===== config.mk =====
export PLATFORM = sky130hd
export DESIGN_NAME = tblink_rpc_ctrl_cmd_flat
export DESIGN_NICKNAME = d
export VERILOG_FILES = /design/src/rtl/tblink_rpc_ctrl_cmd_if.sv /design/src/rtl/tblink_rpc_ctrl_cmd.sv /design/src/flat_wrapper.sv
export SDC_FILE = /design/constraint.sdc
export NUM_CORES = 1
export LEC_CHECK = 0
export CORE_MARGIN = 8
export CORE_UTILIZATION = 47
export DETAILED_ROUTE_END_ITERATION = 10
export PLACE_DENSITY = 0.84
export SYNTH_ARGS = -nofsm -noshare
export SYNTH_HDL_FRONTEND = slang
export SYNTH_SLANG_ARGS = --single-unit
export TNS_END_PERCENT = 100

===== constraint.sdc =====
create_clock -name uclock -period 2.8 [get_ports uclock]
set_clock_uncertainty 0.15 [all_clocks]
set_input_delay 0.84 -clock uclock [delete_from_list [all_inputs] [get_ports uclock]]
set_output_delay 0.84 -clock uclock [all_outputs]
set_load 0.005 [all_outputs]

===== src/rtl/tblink_rpc_ctrl_cmd_if.sv =====
// Handshake bundle for the tblink RPC clock-control command issuer:
// host request, initiator byte stream, responder byte stream, completion.
interface tblink_rpc_ctrl_cmd_if;
    logic       req_valid;
    logic       req_ready;
    logic [1:0] req_op;
    logic [5:0] req_cnt;
    logic [7:0] i_dat;
    logic       i_valid;
    logic       i_ready;
    logic [7:0] t_dat;
    logic       t_valid;
    logic       t_ready;
    logic       cpl_valid;
    logic       cpl_ready;
    logic       cpl_kind;
    logic [7:0] cpl_dat;
    logic       cpl_err;

    modport slave (
        input  req_valid, req_op, req_cnt,
        output req_ready,
        output i_dat, i_valid,
        input  i_ready,
        input  t_dat, t_valid,
        output t_ready,
        output cpl_valid, cpl_kind, cpl_dat, cpl_err,
        input  cpl_ready
    );

    modport master (
        output req_valid, req_op, req_cnt,
        input  req_ready,
        input  i_dat, i_valid,
        output i_ready,
        output t_dat, t_valid,
        input  t_ready,
        input  cpl_valid, cpl_kind, cpl_dat, cpl_err,
        output cpl_ready
    );
endinterface


===== src/rtl/tblink_rpc_ctrl_cmd.sv =====
// Host-side command issuer for the tblink RPC clock-control channel.
// One command in flight: send command byte, parse reply, emit completion.
module tblink_rpc_ctrl_cmd #(
    parameter int                   TIMEOUT_W = 16,
    parameter logic [TIMEOUT_W-1:0] TIMEOUT   = '1
) (
    input  logic                 uclock,
    input  logic                 reset,
    tblink_rpc_ctrl_cmd_if.slave bus
);

    typedef enum logic [2:0] {
        IDLE,
        SEND,
        WAIT_HDR,
        WAIT_DAT,
        DONE
    } state_t;

    localparam logic [TIMEOUT_W-1:0] WD_ONE = TIMEOUT_W'(1);
    localparam logic [TIMEOUT_W-1:0] WD_MAX = '1;

    state_t               state;
    logic [1:0]           op;
    logic [TIMEOUT_W-1:0] wd;
    logic [TIMEOUT_W-1:0] wd_inc;
    logic                 wd_hit;
    logic                 beat;
    logic                 hdr_ok;

    assign beat   = bus.t_valid & bus.t_ready;
    assign wd_inc = (wd == WD_MAX) ? wd : wd + WD_ONE;
    // Fires on the cycle whose increment would reach TIMEOUT.
    assign wd_hit = (TIMEOUT != '0) && (wd_inc == TIMEOUT);
    assign hdr_ok = (op == 2'b01) && (bus.t_dat == 8'h01);

    always_ff @(posedge uclock or posedge reset) begin
        if (reset) begin
            state         <= IDLE;
            op            <= 2'b00;
            wd            <= '0;
            bus.req_ready <= 1'b1;
            bus.i_valid   <= 1'b0;
            bus.i_dat     <= 8'h00;
            bus.t_ready   <= 1'b0;
            bus.cpl_valid <= 1'b0;
            bus.cpl_kind  <= 1'b0;
            bus.cpl_dat   <= 8'h00;
            bus.cpl_err   <= 1'b0;
        end else begin
            unique case (state)
                IDLE: begin
                    if (bus.req_valid && bus.req_ready) begin
                        bus.req_ready <= 1'b0;
                        op            <= bus.req_op;
                        if (bus.req_op[1]) begin
                            state         <= DONE;
                            bus.cpl_valid <= 1'b1;
                            bus.cpl_err   <= 1'b1;
                            bus.cpl_kind  <= 1'b0;
                            bus.cpl_dat   <= 8'h00;
                        end else begin
                            state       <= SEND;
                            bus.i_valid <= 1'b1;
                            bus.i_dat   <= {bus.req_cnt, bus.req_op};
                        end
                    end
                end
                SEND: begin
                    if (bus.i_ready) begin
                        bus.i_valid <= 1'b0;
                        bus.t_ready <= 1'b1;
                        wd          <= '0;
                        state       <= WAIT_HDR;
                    end
                end
                WAIT_HDR: begin
                    if (beat) begin
                        wd <= '0;
                        if (op == 2'b00 && bus.t_dat == 8'h00) begin
                            state <= WAIT_DAT;
                        end else begin
                            state         <= DONE;
                            bus.t_ready   <= 1'b0;
                            bus.cpl_valid <= 1'b1;
                            bus.cpl_kind  <= op[0];
                            bus.cpl_dat   <= 8'h00;
                            bus.cpl_err   <= ~hdr_ok;
                        end
                    end else if (wd_hit) begin
                        state         <= DONE;
                        bus.t_ready   <= 1'b0;
                        bus.cpl_valid <= 1'b1;
                        bus.cpl_kind  <= op[0];
                        bus.cpl_dat   <= 8'h00;
                        bus.cpl_err   <= 1'b1;
                    end else begin
                        wd <= wd_inc;
                    end
                end
                WAIT_DAT: begin
                    if (beat) begin
                        wd            <= '0;
                        state         <= DONE;
                        bus.t_ready   <= 1'b0;
                        bus.cpl_valid <= 1'b1;
                        bus.cpl_kind  <= 1'b0;
                        bus.cpl_dat   <= bus.t_dat;
                        bus.cpl_err   <= 1'b0;
                    end else if (wd_hit) begin
                        state         <= DONE;
                        bus.t_ready   <= 1'b0;
                        bus.cpl_valid <= 1'b1;
                        bus.cpl_kind  <= 1'b0;
                        bus.cpl_dat   <= 8'h00;
                        bus.cpl_err   <= 1'b1;
                    end else begin
                        wd <= wd_inc;
                    end
                end
                DONE: begin
                    if (bus.cpl_ready) begin
                        state         <= IDLE;
                        bus.req_ready <= 1'b1;
                        bus.cpl_valid <= 1'b0;
                        bus.cpl_kind  <= 1'b0;
                        bus.cpl_dat   <= 8'h00;
                        bus.cpl_err   <= 1'b0;
                    end
                end
                default: begin
                    state         <= IDLE;
                    bus.req_ready <= 1'b1;
                end
            endcase
        end
    end

endmodule


===== src/flat_wrapper.sv =====
// flat-port wrapper written by rule: the top's interface ports become plain ports
module tblink_rpc_ctrl_cmd_flat 
#(
    parameter int                   TIMEOUT_W = 16,
    parameter logic [TIMEOUT_W-1:0] TIMEOUT   = '1
)
  (uclock, reset, bus_req_valid, bus_req_op, bus_req_cnt, bus_req_ready, bus_i_dat, bus_i_valid, bus_i_ready, bus_t_dat, bus_t_valid, bus_t_ready, bus_cpl_valid, bus_cpl_kind, bus_cpl_dat, bus_cpl_err, bus_cpl_ready);
  tblink_rpc_ctrl_cmd_if bus_i ();
  input  logic uclock;
  input  logic reset;
  input wire logic [$bits(bus_i.req_valid)-1:0] bus_req_valid;
  input wire logic [$bits(bus_i.req_op)-1:0] bus_req_op;
  input wire logic [$bits(bus_i.req_cnt)-1:0] bus_req_cnt;
  output wire logic [$bits(bus_i.req_ready)-1:0] bus_req_ready;
  output wire logic [$bits(bus_i.i_dat)-1:0] bus_i_dat;
  output wire logic [$bits(bus_i.i_valid)-1:0] bus_i_valid;
  input wire logic [$bits(bus_i.i_ready)-1:0] bus_i_ready;
  input wire logic [$bits(bus_i.t_dat)-1:0] bus_t_dat;
  input wire logic [$bits(bus_i.t_valid)-1:0] bus_t_valid;
  output wire logic [$bits(bus_i.t_ready)-1:0] bus_t_ready;
  output wire logic [$bits(bus_i.cpl_valid)-1:0] bus_cpl_valid;
  output wire logic [$bits(bus_i.cpl_kind)-1:0] bus_cpl_kind;
  output wire logic [$bits(bus_i.cpl_dat)-1:0] bus_cpl_dat;
  output wire logic [$bits(bus_i.cpl_err)-1:0] bus_cpl_err;
  input wire logic [$bits(bus_i.cpl_ready)-1:0] bus_cpl_ready;
  assign bus_i.req_valid = bus_req_valid;
  assign bus_i.req_op = bus_req_op;
  assign bus_i.req_cnt = bus_req_cnt;
  assign bus_req_ready = bus_i.req_ready;
  assign bus_i_dat = bus_i.i_dat;
  assign bus_i_valid = bus_i.i_valid;
  assign bus_i.i_ready = bus_i_ready;
  assign bus_i.t_dat = bus_t_dat;
  assign bus_i.t_valid = bus_t_valid;
  assign bus_t_ready = bus_i.t_ready;
  assign bus_cpl_valid = bus_i.cpl_valid;
  assign bus_cpl_kind = bus_i.cpl_kind;
  assign bus_cpl_dat = bus_i.cpl_dat;
  assign bus_cpl_err = bus_i.cpl_err;
  assign bus_i.cpl_ready = bus_cpl_ready;
  tblink_rpc_ctrl_cmd #(.TIMEOUT_W(TIMEOUT_W), .TIMEOUT(TIMEOUT)) u_core (.uclock(uclock), .reset(reset), .bus(bus_i));
endmodule

==> results.cfg, run 1 <==
[cells_and_area]
final_common_cell = sky130_fd_sc_hd__buf_4
utilization = 0.674
antenna-diode-count = 0
drive_above_1_share = 0.256
design.final.nets = 354
layout-area-overhead-vs-synth_pct = 39.7
multi_input_area_um2 = 1320
fillerInstances = 387
mostFrequentLayoutCells = sky130_fd_sc_hd__buf_4 (44), sky130_fd_sc_hd__clkdlybuf4s50_1 (42), sky130_fd_sc_hd__dfrtp_1 (39)
layoutNonFillerInstCount = 402
ff_latch_area_um2 = 1050

[clock_network]
tritoncts = done
cts_hold_buf = 0
cts_root_buffer = sky130_fd_sc_hd__clkbuf_8
clock_sink_count = 42
htree_num_levels = 2
cts_buffer_depth = 2
numCtsBuffers = 5
clock_insertion_delay_worst_skew_ns = 0.30
cts.clk_slew.worst_paths_ns = 0.07

[routing]
highest-signal-layer = met4
drt-wirelength-per-cell_um = 17.1
detailroute.wirelength.met2_um = 3400
detail_route.iter0.violations = 202
antenna_violating_nets_left = 0
met1_length_um = 2780
vias_per_cell = 5.85
via_count = 2351
dr.pass1.iters = 4
finalWirelength_um = 6870
route.met3.wl_um = 559
drcViolationCount = 0

[worst_setup_path]
ff2ff_path_depth = 10
required_ns = 2.83
cp_most_frequent_cell = sky130_fd_sc_hd__buf_4
worstPathMaxFanout = 7
critical_path.endpoint = u_core.bus.cpl_kind
reg2reg_setup_slack_ns = 0.09
worst-path-buf-inv = 2
critPathArrivalTime_ns = 2.74
cp_launch_point = u_core.wd[1]
critical-path-max-stage-delay_ns = 0.46
path_class = register to register
timing.critical_path.max_delay_family = simple AND/OR/NAND/NOR gates
worst_path_max_delay_cell = sky130_fd_sc_hd__or4_4
worst_r2r_startpoint = u_core.wd[1]
reg2reg_to = u_core.bus.cpl_kind
worstSetupPathDepth = 10
worst_setup_path_start_kind = register
critPathCaptureType = register
cp_cell_sequence = ha_4 > nand4_4 > or4_4 > nand3b_1 > a221oi_2 > nor4b_4 > buf_4 > or2b_1 > buf_4 > a32o_1

[floorplanning]
die_area_um2 = 7730
std_cell_rows = 26
start_util = 0.482
num_io_pins = 44
chipWidth_um = 87.9
die_h_um = 87.9
core_ar_um2 = 5040

[yosys]
yosys.area_share.xor_xnor = 0.00720
synthesis.area_um2 = 2430
synth_area_leaders = sky130_fd_sc_hd__dfrtp_1 (42%), sky130_fd_sc_hd__mux2_2 (4.2%), sky130_fd_sc_hd__a22o_1 (3.2%), sky130_fd_sc_hd__a21oi_1 (3.1%), sky130_fd_sc_hd__nand2_1 (2.9%)
synth_largest_area_cell = sky130_fd_sc_hd__dfrtp_1
synth.yosys.seq_area_share = 0.433
synth-simple-area-share = 0.221
ys_seq_elements = 42
mux_share_of_post_synthesis_cell_area = 0.0545
post_synthesis_compound_gate_area_fraction = 0.227
dominant_combinational_cell_family_by_area_after_synthesis = compound AO/OA/AOI/OAI gates
ys_types = 65
yosys.area_share.adder = 0.00514
async_reset_ff_frac = 1.00
syn_avg_cell_area_um2 = 9.61
synthDominantCellAreaShare = 0.422
synth_enable_flop_cells = 0
post_synth_inst_count = 253
synthesis.nets = 276
synthFlopType = sky130_fd_sc_hd__dfrtp_1
ys_warn_count = 0

[global_route]
gr-total-overflow = 0
antenna_violations_before_repair = 0
grt_first_pass_wirelength_um = 11300
grt_pass1_vias = 2414
largest_net_degree_at_the_start_of_global_routing = 43
total_global_routing_track_utilization = 0.186

[timing]
post-route-min-period_ns = 2.71
setup_violations = 0
grt_setup_unrepaired = true
finalMaxSlewViolations = 0
worstMarginPinSlew_ns = 0.546
layout_worst_path_cycle_share = 0.966
whs_ns = 0.330
number_of_hold_violations_in_the_final_report = 0
timing.final.ws_setup_ns = 0.0946
slew_headroom = 0.631
fmax_ghz = 0.370

[power_and_ir_drop]
p_clk_frac = 0.306
design_power_total_uw = 1540
power_switching_share = 0.240
ir_drop_mv = 0.496
comb_power_share = 0.212
sequential_group_share_of_total_power = 0.483
power.density_cell_area_nw_per_um2 = 452
leakage_uw = 0.00146
power_report.internal_total_uw = 1170
p_sw_uw = 369

[place]
place.gp.congestion = 0.930
buffers_on_ports = 42
preCtsSetupSlack_ns = -0.0745
placed_cells_incl_taps = 385
hpwlAfterDp_um = 4990

[worst_hold_path]
worst_hold_path_type = register to register

[flow_run]
max-cap-violations = 0

[run_status]
result_of_the_run = finished clean
-- how the worst min path moves through the flow --
stage,startpoint,endpoint,slack (ns),cells past startpoint
floorplan,u_core.bus.i_valid,u_core.bus.i_valid,0.32,2
global placement,u_core.bus.i_valid,u_core.bus.i_valid,0.31,2
detailed placement,u_core.bus.i_valid,u_core.bus.i_valid,0.32,2
CTS,u_core.bus.i_valid,u_core.bus.i_valid,0.34,2
global route,u_core.bus.i_valid,u_core.bus.i_valid,0.37,2
finish,u_core.bus.i_valid,u_core.bus.i_valid,0.33,2
-- synthesized netlist by cell type, types with 6 or more instances --
| cell | instances |
|---|---|
| sky130_fd_sc_hd__o21ai_0 | 12 |
| sky130_fd_sc_hd__dfrtp_1 | 41 |
| sky130_fd_sc_hd__nand4_1 | 7 |
| sky130_fd_sc_hd__o31ai_1 | 9 |
| sky130_fd_sc_hd__mux2_2 | 9 |
| sky130_fd_sc_hd__clkbuf_1 | 8 |
| sky130_fd_sc_hd__a22o_1 | 9 |
| sky130_fd_sc_hd__nand3_1 | 10 |
| sky130_fd_sc_hd__nor2_1 | 18 |
| sky130_fd_sc_hd__inv_1 | 6 |
| sky130_fd_sc_hd__nand2_1 | 19 |
| sky130_fd_sc_hd__a21oi_1 | 15 |
| sky130_fd_sc_hd__nor4_1 | 6 |
-- layer usage --
layer	global-route usage	up-vias
met2	0.312	78
li1	-	1128
met5	0	-
met1	0.203	1131
met3	0.0675	14
met4	0.0875	0
-- cell type report --
type	instances	share of cell area
Inverter	6	0.00663
Timing Repair Buffer	90	0.237
Tap cell	70	0.0258
Multi-Input combinational cell	186	0.389
Sequential cell	42	0.310
Clock inverter	1	0.00884
Clock buffer	7	0.0225
-- tightest hold or removal path, stage by stage (launching register included) --
cell and delay, ns:
sky130_fd_sc_hd__dfrtp_1 0.35, sky130_fd_sc_hd__nand2_1 0.05, sky130_fd_sc_hd__nand2_1 0.05
-- stage by stage --
stage,TNS [ns],instance area (um2)
detailed placement,-0.0961,3160
global route,-0.0563,3400
finish,0,3400
global placement,-0.0878,3160
floorplan,0,2440
CTS,0,3300
-- cells by family after synthesis --
logic type      Yosys count
compound gates           78
xor+xnor                  2
fa+ha+maj                 1
buf+inv                  25
flops                    42
mux                      12
other cells               1
simple gates             92
-- registers in the layout, summed over array words and instances, names as in the netlist --
name,flops
u_core.wd,16
u_core.bus.cpl_dat,8
u_core.bus.i_dat,7
u_core.state,3
u_core.op,2
u_core.bus.cpl_err,1
u_core.bus.cpl_kind,1
u_core.bus.cpl_valid,1
u_core.bus.i_valid,1
u_core.bus.req_ready,1
u_core.bus.t_ready,1
-- timing repair --
item,CTS,global route
pin swaps,0,4
gates resized for setup,2,14
hold endpoints to repair,0,0
setup endpoints to repair,5,27
buffers inserted,2,7
-- power groups by stage --
stage | Sequential (uW) | Combinational (uW) | Clock [uW]
after floorplan | 752 | 104 | 0
final | 741 | 325 | 470
after detailed placement | 748 | 322 | 0
after global placement | 746 | 316 | 0
after CTS | 741 | 326 | 487
after global routing | 753 | 357 | 515
Note: power is estimated with default switching activity, not from simulation.
==> run 2: changes to the inputs <==
- CTS_CLUSTER_SIZE: unset -> 25
==> results of run 2 <==
Final layout, timing and power as in run 1 (identical DEF).
